**config.mk**
```make
export PLATFORM = sky130hd
export DESIGN_NAME = ctrl_exec_sequencer
export DESIGN_NICKNAME = d
export VERILOG_FILES = /design/src/rtl/ctrl_pkg.sv /design/src/rtl/mem_wait_timer.sv /design/src/rtl/ctrl_exec_sequencer.sv
export SDC_FILE = /design/constraint.sdc
export NUM_CORES = 1
export LEC_CHECK = 0
export CAP_MARGIN = 20
export CORE_MARGIN = 1
export CORE_UTILIZATION = 48
export CTS_CLUSTER_SIZE = 30
export DETAILED_ROUTE_END_ITERATION = 10
export GPL_ROUTABILITY_DRIVEN = 0
export GPL_TIMING_DRIVEN = 0
export PLACE_DENSITY = 0.78
export SLEW_MARGIN = 20
export SYNTH_ARGS = -nofsm -noshare
export SYNTH_HDL_FRONTEND = slang
export SYNTH_SLANG_ARGS = --single-unit
```
**constraint.sdc**
```tcl
create_clock -name clk -period 1.7 [get_ports clk]
set_clock_uncertainty 0.15 [all_clocks]
set_input_delay 0.34 -clock clk [delete_from_list [all_inputs] [get_ports clk]]
set_output_delay 0.34 -clock clk [all_outputs]
set_load 0.03 [all_outputs]
```
**src/rtl/ctrl_pkg.sv**
```systemverilog
// ctrl_pkg: shared definitions for the multicycle control sequencer.
//   - Sequencer state encoding (plain constants so older tools and
//     dumps that expect raw codes keep working).
//   - PC update select and write-back select encodings.
//   - Packed decoder control bundle as latched by the sequencer.
package ctrl_pkg;

    typedef logic [2:0] state_t;

    localparam state_t ST_IDLE   = 3'd0;
    localparam state_t ST_EXEC   = 3'd1;
    localparam state_t ST_MEM_RD = 3'd2;
    localparam state_t ST_MEM_WR = 3'd3;
    localparam state_t ST_WB     = 3'd4;
    localparam state_t ST_DONE   = 3'd5;

    localparam logic [1:0] PC_SEL_SEQ = 2'd0;
    localparam logic [1:0] PC_SEL_BR  = 2'd1;
    localparam logic [1:0] PC_SEL_JMP = 2'd2;

    localparam logic WB_ALU = 1'b0;
    localparam logic WB_MEM = 1'b1;

    typedef struct packed {
        logic regdest;
        logic alusrc;
        logic memtoreg;
        logic regwrite;
        logic memread;
        logic memwrite;
        logic branch;
        logic ext;
        logic jump;
        logic jspa;
        logic aluop1;
        logic aluop2;
    } ctl_bundle_t;

endpackage

```
**src/rtl/mem_wait_timer.sv**
```systemverilog
// mem_wait_timer: counts cycles spent waiting on a memory acknowledge.
//   clk, rst_n  : clock, asynchronous active-low reset
//   clr_i       : clear the count (no request outstanding)
//   en_i        : a request is outstanding and not acknowledged this cycle
//   expired_o   : this is the MEM_TIMEOUT-th unacknowledged wait cycle
module mem_wait_timer #(
    parameter int unsigned MEM_TIMEOUT = 16
) (
    input  logic clk,
    input  logic rst_n,
    input  logic clr_i,
    input  logic en_i,
    output logic expired_o
);

    logic [7:0] cnt_q, cnt_d;

    always_comb begin
        cnt_d = cnt_q;
        if (clr_i) begin
            cnt_d = 8'd0;
        end else if (en_i) begin
            cnt_d = cnt_q + 8'd1;
        end
    end

    always_ff @(posedge clk or negedge rst_n) begin
        if (!rst_n) begin
            cnt_q <= 8'd0;
        end else begin
            cnt_q <= cnt_d;
        end
    end

    // Count starts at 0 in the first wait cycle, so the last allowed cycle sees MEM_TIMEOUT-1.
    assign expired_o = en_i && (cnt_q == 8'(MEM_TIMEOUT - 1));

endmodule

```
**src/rtl/ctrl_exec_sequencer.sv**
```systemverilog
// ctrl_exec_sequencer: executes one decoded control bundle over several cycles.
//   clk, rst_n            : clock, asynchronous active-low reset
//   ctl_valid_i/ready_o   : bundle handshake (ready only in IDLE)
//   regdest_i..aluop2_i   : decoder control bundle
//   br_cond_i             : branch condition, sampled in EXEC
//   mem_req_o/we_o/ack_i  : data-memory handshake
//   rf_we_o, wb_sel_o     : register-file write strobe and source select
//   rf_dst_rd_o           : latched regdest
//   pc_we_o, pc_sel_o     : PC update strobe and source select
//   retire_o, retired_cnt_o : completion pulse and running count
//   mem_err_o             : sticky memory timeout flag
module ctrl_exec_sequencer
    import ctrl_pkg::*;
#(
    parameter int unsigned MEM_TIMEOUT = 16,
    parameter int unsigned RETIRE_W    = 16
) (
    input  logic                clk,
    input  logic                rst_n,
    input  logic                ctl_valid_i,
    output logic                ctl_ready_o,
    input  logic                regdest_i,
    input  logic                alusrc_i,
    input  logic                memtoreg_i,
    input  logic                regwrite_i,
    input  logic                memread_i,
    input  logic                memwrite_i,
    input  logic                branch_i,
    input  logic                ext_i,
    input  logic                jump_i,
    input  logic                jspa_i,
    input  logic                aluop1_i,
    input  logic                aluop2_i,
    input  logic                br_cond_i,
    output logic                mem_req_o,
    output logic                mem_we_o,
    input  logic                mem_ack_i,
    output logic                rf_we_o,
    output logic                wb_sel_o,
    output logic                rf_dst_rd_o,
    output logic                pc_we_o,
    output logic [1:0]          pc_sel_o,
    output logic                retire_o,
    output logic [RETIRE_W-1:0] retired_cnt_o,
    output logic                mem_err_o
);

    state_t              state_q, state_d;
    ctl_bundle_t         bundle_q, bundle_d, bundle_in;
    logic                br_taken_q, br_taken_d;
    logic                gap_q, gap_d;
    logic                mem_err_q, mem_err_d;
    logic [RETIRE_W-1:0] retired_cnt_q, retired_cnt_d;
    logic                tmr_expired;

    assign bundle_in = '{regdest: regdest_i, alusrc: alusrc_i, memtoreg: memtoreg_i,
                         regwrite: regwrite_i, memread: memread_i, memwrite: memwrite_i,
                         branch: branch_i, ext: ext_i, jump: jump_i, jspa: jspa_i,
                         aluop1: aluop1_i, aluop2: aluop2_i};

    // Datapath-only fields travel with the bundle but do not steer sequencing.
    logic unused_bundle;
    assign unused_bundle = ^{bundle_q.alusrc, bundle_q.ext, bundle_q.jspa,
                             bundle_q.aluop1, bundle_q.aluop2};

    // gap_q marks the first MEM_WR cycle after a read so jspa's two requests are separated.
    assign ctl_ready_o = (state_q == ST_IDLE);
    assign mem_req_o   = (state_q == ST_MEM_RD) || ((state_q == ST_MEM_WR) && !gap_q);
    assign mem_we_o    = (state_q == ST_MEM_WR) && !gap_q;
    assign rf_we_o     = (state_q == ST_WB);
    assign wb_sel_o    = (state_q == ST_WB) ? bundle_q.memtoreg : WB_ALU;
    assign rf_dst_rd_o = bundle_q.regdest;
    assign pc_we_o     = (state_q == ST_DONE);
    assign retire_o    = (state_q == ST_DONE);
    assign mem_err_o   = mem_err_q;
    assign retired_cnt_o = retired_cnt_q;

    always_comb begin
        pc_sel_o = PC_SEL_SEQ;
        if (state_q == ST_DONE) begin
            if (bundle_q.jump) begin
                pc_sel_o = PC_SEL_JMP;
            end else if (br_taken_q) begin
                pc_sel_o = PC_SEL_BR;
            end
        end
    end

    mem_wait_timer #(
        .MEM_TIMEOUT(MEM_TIMEOUT)
    ) u_timer (
        .clk       (clk),
        .rst_n     (rst_n),
        .clr_i     (!mem_req_o),
        .en_i      (mem_req_o && !mem_ack_i),
        .expired_o (tmr_expired)
    );

    always_comb begin
        state_d       = state_q;
        bundle_d      = bundle_q;
        br_taken_d    = br_taken_q;
        gap_d         = gap_q;
        mem_err_d     = mem_err_q;
        retired_cnt_d = retired_cnt_q;
        case (state_q)
            ST_IDLE: begin
                if (ctl_valid_i) begin
                    bundle_d   = bundle_in;
                    br_taken_d = 1'b0;
                    state_d    = ST_EXEC;
                end
            end
            ST_EXEC: begin
                br_taken_d = bundle_q.branch & br_cond_i;
                // memwrite is checked before regwrite, so store+regwrite stays store-only.
                if (bundle_q.memread) begin
                    state_d = ST_MEM_RD;
                end else if (bundle_q.memwrite) begin
                    state_d = ST_MEM_WR;
                end else if (bundle_q.regwrite) begin
                    state_d = ST_WB;
                end else begin
                    state_d = ST_DONE;
                end
            end
            ST_MEM_RD: begin
                if (mem_ack_i) begin
                    if (bundle_q.memwrite) begin
                        state_d = ST_MEM_WR;
                        gap_d   = 1'b1;
                    end else if (bundle_q.regwrite) begin
                        state_d = ST_WB;
                    end else begin
                        state_d = ST_DONE;
                    end
                end else if (tmr_expired) begin
                    mem_err_d = 1'b1;
                    state_d   = ST_IDLE;
                end
            end
            ST_MEM_WR: begin
                if (gap_q) begin
                    gap_d = 1'b0;
                end else if (mem_ack_i) begin
                    state_d = ST_DONE;
                end else if (tmr_expired) begin
                    mem_err_d = 1'b1;
                    state_d   = ST_IDLE;
                end
            end
            ST_WB: begin
                state_d = ST_DONE;
            end
            ST_DONE: begin
                retired_cnt_d = retired_cnt_q + {{(RETIRE_W-1){1'b0}}, 1'b1};
                state_d       = ST_IDLE;
            end
            default: begin
                state_d = ST_IDLE;
            end
        endcase
    end

    always_ff @(posedge clk or negedge rst_n) begin
        if (!rst_n) begin
            state_q       <= ST_IDLE;
            bundle_q      <= '0;
            br_taken_q    <= 1'b0;
            gap_q         <= 1'b0;
            mem_err_q     <= 1'b0;
            retired_cnt_q <= '0;
        end else begin
            state_q       <= state_d;
            bundle_q      <= bundle_d;
            br_taken_q    <= br_taken_d;
            gap_q         <= gap_d;
            mem_err_q     <= mem_err_d;
            retired_cnt_q <= retired_cnt_d;
        end
    end

endmodule
```
# After elaboration in Yosys (flattened, before gate mapping)
# Index checks and enable logic that the tools add are counted.
# Widths: inputs -> output; s select.
[word_totals] out_inout_bits=27 register_bits=37 in_bits=17 wordCells=65
[op_classes] n_eq_ne=11 add_sub_neg=2 reduce_logical=14 n_mux=24 bitwise_logic=1
[ops] operator="$mux 3" count=7
[ops] operator="$add 16x1->16 const B" count=1
[ops] operator="$mux 8" count=2
[ops] operator="$pmux 3 s5" count=1
[ops] operator="$mux 1" count=9
[ops] operator="$add 8x1->8 const B" count=1
[ops] operator="$eq 8x4->1 const B" count=1
[ops] operator="$ne 2x2->1 const B" count=4
[ops] operator="$reduce_and 2->1" count=4
[ops] operator="$eq 3x2->1 const B" count=2
[ops] operator="$eq 3x3->1 const B" count=2
[ops] operator="$pmux 1 s2" count=3
[ops] operator="$mux 2" count=2
[ops] operator="$reduce_bool 2->1" count=2
[ops] operator="$eq 3x1->1 const B" count=1
[ops] operator="$logic_and 1x1->1" count=3
[ops] operator="$logic_not 3->1" count=1
[ops] operator="$reduce_and 3->1" count=1
[ops] operator="$logic_not 1->1" count=2
[ops] operator="$ne 2x1->1 const B" count=1
[ops] operator="$and 1x1->1" count=1
[ops] operator="$logic_or 1x1->1" count=1

# Longest topological paths before layout
# Gate-level depths: netlist of run 1.
[logic_depth] ltp_word=9 depth_mapped=5 ltp_nobuf=5

# By module
# Synthesis of run 1 repeated with hierarchy kept, for this count alone.
[hier_totals] cells_unflattened=163 hier_area_um2=1796.7
[modules_own_cells] mod="ctrl_exec_sequencer" seq_area_each_um2=725.7 area_each_um2=1382.6 n_inst=1 cells_per_inst=123
[modules_own_cells] mod="mem_wait_timer" seq_area_each_um2=200.2 area_each_um2=414.1 n_inst=1 cells_per_inst=40

# Least setup slack after synthesis of run 1
# OpenSTA, ideal clock, no wires.
[synth_timing] kind="register to register" start="reg state_q[0]" end="reg bundle_q[5] (netlist bit)" n_path_buf=1 synth_period_minus_slack_ns=2.160 path_stages_with_launch=5 setup_slack_ns=-0.460 required_ns=1.425 arrival_time_ns=1.885 setup_ns=0.125 cell_sequence="dfrtp_1 -> nor3_1 -> and2_1 -> buf_2 -> mux2_2"
[synth_between] elab_chain_len=2
[synth_lines] element="start: declaration" line_no="ctrl_exec_sequencer.sv:48" source="state_t state_q, state_d;"
[synth_lines] element="start signal: assignment" line_no="ctrl_exec_sequencer.sv:174" source="state_q <= state_d;"
[synth_lines] element="$logic_not 3->1"
[synth_lines] element="net ctl_ready_o" line_no="ctrl_exec_sequencer.sv:21" source="output logic ctl_ready_o,"
[synth_lines] element="$reduce_and 2->1 (no source line)"
[synth_lines] element="end signal: assignment" line_no="ctrl_exec_sequencer.sv:175" source="bundle_q <= bundle_d;"
[synth_lines] element="end: declaration" line_no="ctrl_exec_sequencer.sv:49" source="ctl_bundle_t bundle_q, bundle_d, bundle_in;"
# The timed path passes the listed nets, and every way through them passes these cells.
# A chain may end at the register's enable or synchronous reset.

# Worst setup path in the final report of run 1
[layout_timing] start="reg state_q[2]" end="out mem_we_o"
[layout_between] elab_chain_len=2
[layout_lines] element="$eq 3x2->1" line_no="ctrl_exec_sequencer.sv:69" source="assign mem_we_o = (state_q == ST_MEM_WR) && !gap_q;"
[layout_lines] element="$logic_and 1x1->1" line_no="ctrl_exec_sequencer.sv:69"
[layout_lines] element="end: declaration" line_no="ctrl_exec_sequencer.sv:36" source="output logic mem_we_o,"
# No other way between the ends.

==> results of run 1 <==
-- Yosys cell counts (3+ instances only) --
cell / instances / share of area, %
inv_1: 3 / 0.64
o21ai_0: 5 / 1.4
clkbuf_1: 3 / 0.64
a21oi_1: 4 / 1.1
dfrtp_1: 37 / 52
nor2_1: 14 / 3.0
nor3b_1: 3 / 1.3
and2_1: 3 / 1.1
nand4_1: 4 / 1.4
nand3_1: 7 / 2.0
nand2_1: 17 / 3.6
nor3_1: 4 / 1.1
mux2_2: 6 / 3.8
xnor2_1: 15 / 7.4
xor2_1: 6 / 3.0
-- cell type report --
class	instances	area [um2]
plain buffers	5	57.6
clock buffers	6	72.6
clock inverters	2	10.0
fillers	238	885
inverters	3	15.0
multi-input cells	116	882
flip-flops and latches	37	935
well taps	46	57.6
repair buffers	57	528
-- how the worst max path moves through the flow --
stage                           startpoint  slack (ns)                 endpoint
floorplan           state_q[2]$_DFFE_PN0P_       0.004  bundle_q[5]$_DFFE_PN0P_
global placement                     rst_n       -0.78   state_q[2]$_DFFE_PN0P_
detailed placement  state_q[2]$_DFFE_PN0P_       -0.55                 mem_we_o
CTS                 state_q[2]$_DFFE_PN0P_       -0.23                 mem_we_o
global route        state_q[1]$_DFFE_PN0P_       -0.23              pc_sel_o[1]
finish              state_q[2]$_DFFE_PN0P_       -0.19                 mem_we_o
-- cells in the final DEF, fill, tap and decap left out, types with 2 or more instances in the layout --
| cell type | count |
|---|---|
| xnor2_1 | 15 |
| dfrtp_2 | 7 |
| buf_2 | 2 |
| nand4b_1 | 2 |
| nor3_1 | 3 |
| dfrtp_1 | 30 |
| nand2_1 | 15 |
| buf_8 | 2 |
| o21ai_0 | 5 |
| xor2_1 | 6 |
| dlygate4sd2_1 | 16 |
| clkdlybuf4s50_1 | 9 |
| and2_4 | 2 |
| nor4_4 | 2 |
| clkbuf_8 | 5 |
| clkinv_2 | 2 |
| nand4_1 | 4 |
| nor4_1 | 2 |
| buf_4 | 17 |
| o31ai_1 | 2 |
| nand3_1 | 6 |
| buf_6 | 12 |
| a21oi_1 | 4 |
| nor2_1 | 13 |
| mux2_2 | 6 |
-- power by group --
part	switching [uW]	internal, uW	leakage, uW
Combinational	872	877	0.000700
Clock	316	284	0.0000450
Sequential	243	1090	0.000480
-- layer usage --
metal	GRT usage [%]	up-vias	routed length [um]
met5	0	-	0
met4	10.5	0	82
met3	6.39	9	152
met2	37.4	38	2120
met1	24.8	701	1630
li1	-	694	-
-- what timing repair did --
item | CTS | global route
resized for setup | 91 | 22
pin swaps | 3 | 7
endpoints found under the hold margin | 16 | 0
buffers inserted | 7 | 12
setup endpoints to repair | 30 | 15
hold buffers | 1 | 0
-- logic make-up (layout without fill, tap and decap cells) --
kind of cell / Yosys count / after routing
adder cells (fa/ha/maj): 2 / 2
AO/OA/AOI/OAI: 17 / 17
multiplexers: 8 / 8
AND/OR/NAND/NOR: 68 / 68
buffers and inverters: 9 / 73
flip-flops: 37 / 37
XOR/XNOR: 21 / 21
-- metrics by stage --
stage                     util, %  instance area [um2]  setup WS, ns
after floorplan                 -                 1810       0.00420
after global placement       65.1                 2240        -0.781
after detailed placement     65.8                 2260        -0.553
after CTS                    70.3                 2420        -0.227
after global routing         74.3                 2560        -0.228
final                        74.3                 2560        -0.188
-- registers in the layout (all words and copies together) (netlist names) --
name	cells
retired_cnt_o	16
u_timer.cnt_q	8
bundle_q	6
state_q	3
br_taken_q	1
gap_q	1
mem_err_o	1
rf_dst_rd_o	1
-- critical path: stages (launching register included) --
cell	delay, ns
dfrtp_2	0.46
buf_8	0.15
nand2b_4	0.15
nor3b_4	0.19
buf_6	0.16
==> metrics.txt, run 1 <==
failing checks=setup timing; worst hold slack=0.230 ns; Synth Area in XOR/XNOR=10.4%; final hold vios=0; P_leak=0.00122 uW; Total Wirelength=3980 um; complex-gate fraction of the synthesized area=5.87%; minimum clock period=1.89 ns; wire per inst=14.6 um; CP Max Fanout=10; Critical Path End Type=primary output; Critical Path RT=1.21 ns; IO Count=44; Worst R2R Start=state_q[0]$_DFFE_PN0P_; initial antenna violation count=0; first-pass GRT wire length=6500 um; worst skew pair latency=0.30 ns; CTS sink count=37; Starting Density=51.4%; CTS tree=done; Final period util=111%; total die area=3930 um2; worst reg2reg path depth=5; layout cells sized above 1=32.7%; die width=62.7 um; Die H=62.7 um; YS warnings=0; Setup Viol. Count Final=8; outcome=complete, but fails checks; Arr. time, crit path=1.40 ns; Post-synth EDFFs=0; core area=3440 um2; Initial DRT Pass Iterations=4; CTS max path bufs=2; Worst Hold End=state_q[1]$_DFFE_PN0P_; mux share of post-synthesis cell area=5.02%; total grt overflow=0; DRT iter0 DRCs=48; r2r endpoint=bundle_q[8]$_DFFE_PN0P_; Worst-Margin Slew=0.426 ns; Syn Inst Count=162; DR vias/cell=5.30; sequential area share after synthesis=52.4%; clock transition at the registers of the reported paths=0.07 ns; synthesized area=1770 um2; Reg2Reg Setup Slack=0.01 ns; total vias in the final route=1442; Max-Cap Viols=0; gr usage total=21.8%; hold path startpoint=mem_ack_i; Post-Synth Adder-Cell Area=1.42%; Final ANT Viol Nets=0; Crit Path Category=reg2out; nets=244; Non-Filler Instances=272; FFs w/ async S/R, synth=100%; crit start category=flip-flop; Mapped Avg Cell Area=10.9 um2; synth unique cells=39; largest family of logic cells by synthesized area=simple AND/OR/NAND/NOR gates; IO Port Bufs=37; num rows=21; TNS Setup=-0.921 ns; hold path depth=2; Simple-Gate Fraction of Synth Area=22.6%; vias in the first global route=1431; CTS Buf Count=5; RSZ-0062 raised after global routing=yes; Most used DFF post-synth=dfrtp_1; Final Max Slew Viols=0; Max-Slew Margin vs Limit=71.6%; total power=3680 uW; H-tree depth=2; PnR worst setup slack=-0.188 ns; largest net degree at the start of global routing=22; Mapped Nets=181; Pwr Density=1440 nW/um2; fmax=0.530 GHz; Residual DRC=0; Hold WC Path Type=in2reg; area grow syn2layout=44.7%; Yosys reg bits=37; dpl hpwl=2660 um; # diodes=0; placed insts=246; CTS root buf=clkbuf_8; Max VDD drop=1.12 mV
Power figures use the tool's default switching activity.
==> run 2: changes to the inputs <==
- CAP_MARGIN: 20 -> default
- CORE_UTILIZATION: 48 -> 35
- PLACE_DENSITY: 0.78 -> default
==> run 2 against run 1 <==
Compared with the run above: the run still ends with setup timing left; global-route usage down 5.8 points; wire length is 2.3% higher; hold slack improved by 0.0036 ns; clock power up 32%; highest routed layer unchanged; sequential power hardly changed; largest power group unchanged; critical endpoint unchanged.
==> metrics.txt, run 2 (synthesized netlist as in run 1, its figures left out) <==
max reg flops=16 (unchanged); total die area=5340 um2 (was 3930 um2); critical path's slowest cell=dfrtp_2 (unchanged); crit start category=flip-flop (unchanged); P_leak=0.00127 uW (was 0.00122 uW); Die H=73.1 um (was 62.7 um); Final Cell Area=2660 um2 (was 2560 um2); CTS sink count=37 (unchanged); wire per inst=13.9 um (was 14.6 um); area grow syn2layout=50.3% (was 44.7%); Critical Path RT=1.21 ns (about the same); FILL cells=416 (was 238); layout cells sized above 1=31.4% (was 32.7%); Residual DRC=0 (unchanged); Crit Path Category=reg2out (unchanged); dpl hpwl=2810 um (was 2660 um); fmax=0.534 GHz (was 0.530 GHz); failing checks=setup timing (unchanged); Final ANT Viol Nets=0 (unchanged); first-pass GRT wire length=6490 um (was 6500 um); H-tree depth=2 (unchanged); total grt overflow=0 (unchanged); Hold WC Path Type=in2reg (unchanged); Critical Path End Type=primary output (unchanged); DRT iter0 DRCs=38 (was 48); Final Max Slew Viols=0 (unchanged); TNS Setup=-1.15 ns (was -0.921 ns); CTS root buf=clkbuf_8 (unchanged); vias in the first global route=1423 (was 1431); Largest stage delay, worst path=0.45 ns (was 0.46 ns); IO Count=44 (unchanged); initial antenna violation count=0 (unchanged); commonest non-fill, non-tap cell in the layout=dfrtp_1 (unchanged); outcome=complete, but fails checks (unchanged); Max VDD drop=0.797 mV (was 1.12 mV); final hold vios=0 (unchanged); worst skew pair latency=0.29 ns (was 0.30 ns); Initial DRT Pass Iterations=4 (unchanged); Max-Cap Viols=0 (unchanged); core area=4790 um2 (was 3440 um2); largest net degree at the start of global routing=23 (was 22); num rows=25 (was 21); CTS max path bufs=2 (unchanged); Placed Area=2290 um2 (was 2260 um2); total vias in the final route=1444 (was 1442); minimum clock period=1.87 ns (was 1.89 ns); CP Max Fanout=10 (unchanged); Starting Density=36.9% (was 51.4%); # diodes=0 (unchanged); DR vias/cell=4.93 (was 5.30); clock transition at the registers of the reported paths=0.07 ns (about the same); nets=244 (unchanged); CTS Buf Count=5 (unchanged); CTS tree=done (unchanged); Max-Slew Margin vs Limit=71.7% (was 71.6%); Pwr Density=1480 nW/um2 (was 1440 nW/um2); PnR worst setup slack=-0.173 ns (was -0.188 ns); RSZ-0062 raised after global routing=yes (unchanged); Arr. time, crit path=1.38 ns (was 1.40 ns); gr usage total=16.0% (was 21.8%); die width=73.1 um (was 62.7 um); Total Wirelength=4080 um (was 3980 um); worst-path cell chain=buf_8 -> nand2b_4 -> nor3b_4 -> buf_6 (unchanged); Final period util=110% (was 111%); Worst-Margin Slew=0.425 ns (was 0.426 ns); commonest cells after routing, fill and taps aside=dfrtp_1, dlygate4sd2_1, nand2_1 (was dfrtp_1, buf_4, dlygate4sd2_1); Setup Viol. Count Final=12 (was 8); IO Port Bufs=37 (unchanged)
run 2: cell count changes in the layout (fill, tap and decap cells not counted), moves of 2 or more:
cell | before | now
buf_4 | 17 | 13
buf_8 | 2 | 4
clkbuf_8 | 5 | 7
clkinv_2 | 2 | 0
mux2_2 | 6 | 0
mux2_4 | 0 | 7
nor2_1 | 13 | 11
run 2: cell type report:
| cell class | count | area (um2) | share of cell area [%] |
|---|---|---|---|
| multi-input combinational | 116 | 895 | 33.7 |
| buffer | 6 | 75.1 | 2.82 |
| sequential | 37 | 933 | 35.1 |
| tap | 67 | 83.8 | 3.15 |
| clock inverter | 1 | 30.0 | 1.13 |
| clock buffer | 7 | 86.3 | 3.25 |
| timing repair buffer | 56 | 539 | 20.3 |
| inverter | 3 | 15.0 | 0.565 |
run 2: power breakdown:
part	internal [uW]	switching (uW)	leakage, uW	total, uW
Sequential	1090	252	0.000482	1340
Clock	478	312	0.0000585	790
Combinational	949	870	0.000733	1820
Total	2510	1430	0.00127	3950
run 2: worst paths after layout:
kind / from / depth (start not counted) / slack [ns] / end
max: state_q[2]$_DFFE_PN0P_ / 4 / -0.17 / mem_we_o
min: mem_ack_i / 2 / 0.23 / state_q[1]$_DFFE_PN0P_
max reg2reg: state_q[1]$_DFFE_PN0P_ / 6 / -0.07 / retired_cnt_o[12]$_DFFE_PN0P_
min reg2reg: retired_cnt_o[15]$_DFFE_PN0P_ / 1 / 0.33 / retired_cnt_o[15]$_DFFE_PN0P_
max in group asynchronous: rst_n / 3 / 0.57 / retired_cnt_o[1]$_DFFE_PN0P_
min in group asynchronous: rst_n / 2 / 0.36 / retired_cnt_o[9]$_DFFE_PN0P_
run 2: through the flow:
stage | hold WS, ns | instances | utilization (%) | setup WS, ns | power, uW
global route | 0.246 | 293 | 55.5 | -0.220 | 4150
finish | 0.234 | 293 | 55.5 | -0.173 | 3950
detailed placement | 0.157 | 267 | 47.9 | -0.553 | 2670
global placement | 0.314 | 266 | 47.4 | -0.867 | 2610
floorplan | -0.106 | 162 | - | 0.00420 | 2190
CTS | 0.219 | 285 | 52.7 | -0.224 | 3690
run 2: critical path, delay by kind of cell (launching register included):
kind / cells / cell delay (ns)
flip-flops: 1 / 0.45
AND/OR/NAND/NOR: 2 / 0.34
buffers and inverters: 2 / 0.31
run 2: metal layers:
metal  part of all wire [%]  track usage, %  up-vias
li1                       -               -      690
met2                     50            26.6       37
met4                    1.3            5.66        0
met5                      0               0        -
met1                     44            19.8      711
met3                    4.4            4.28        6
run 2: repair_timing:
item | in CTS | in global routing
pin swaps | 7 | 4
endpoints found under the hold margin | 15 | 0
gates resized for setup | 96 | 24
hold buffers | 1 | 0
setup buffers | 9 | 8
setup endpoints to repair | 30 | 13
==> run 3: changes to the inputs <==
- CAP_MARGIN: default -> 20
==> results of run 3 <==
Final layout, timing and power as in run 2 (identical DEF).
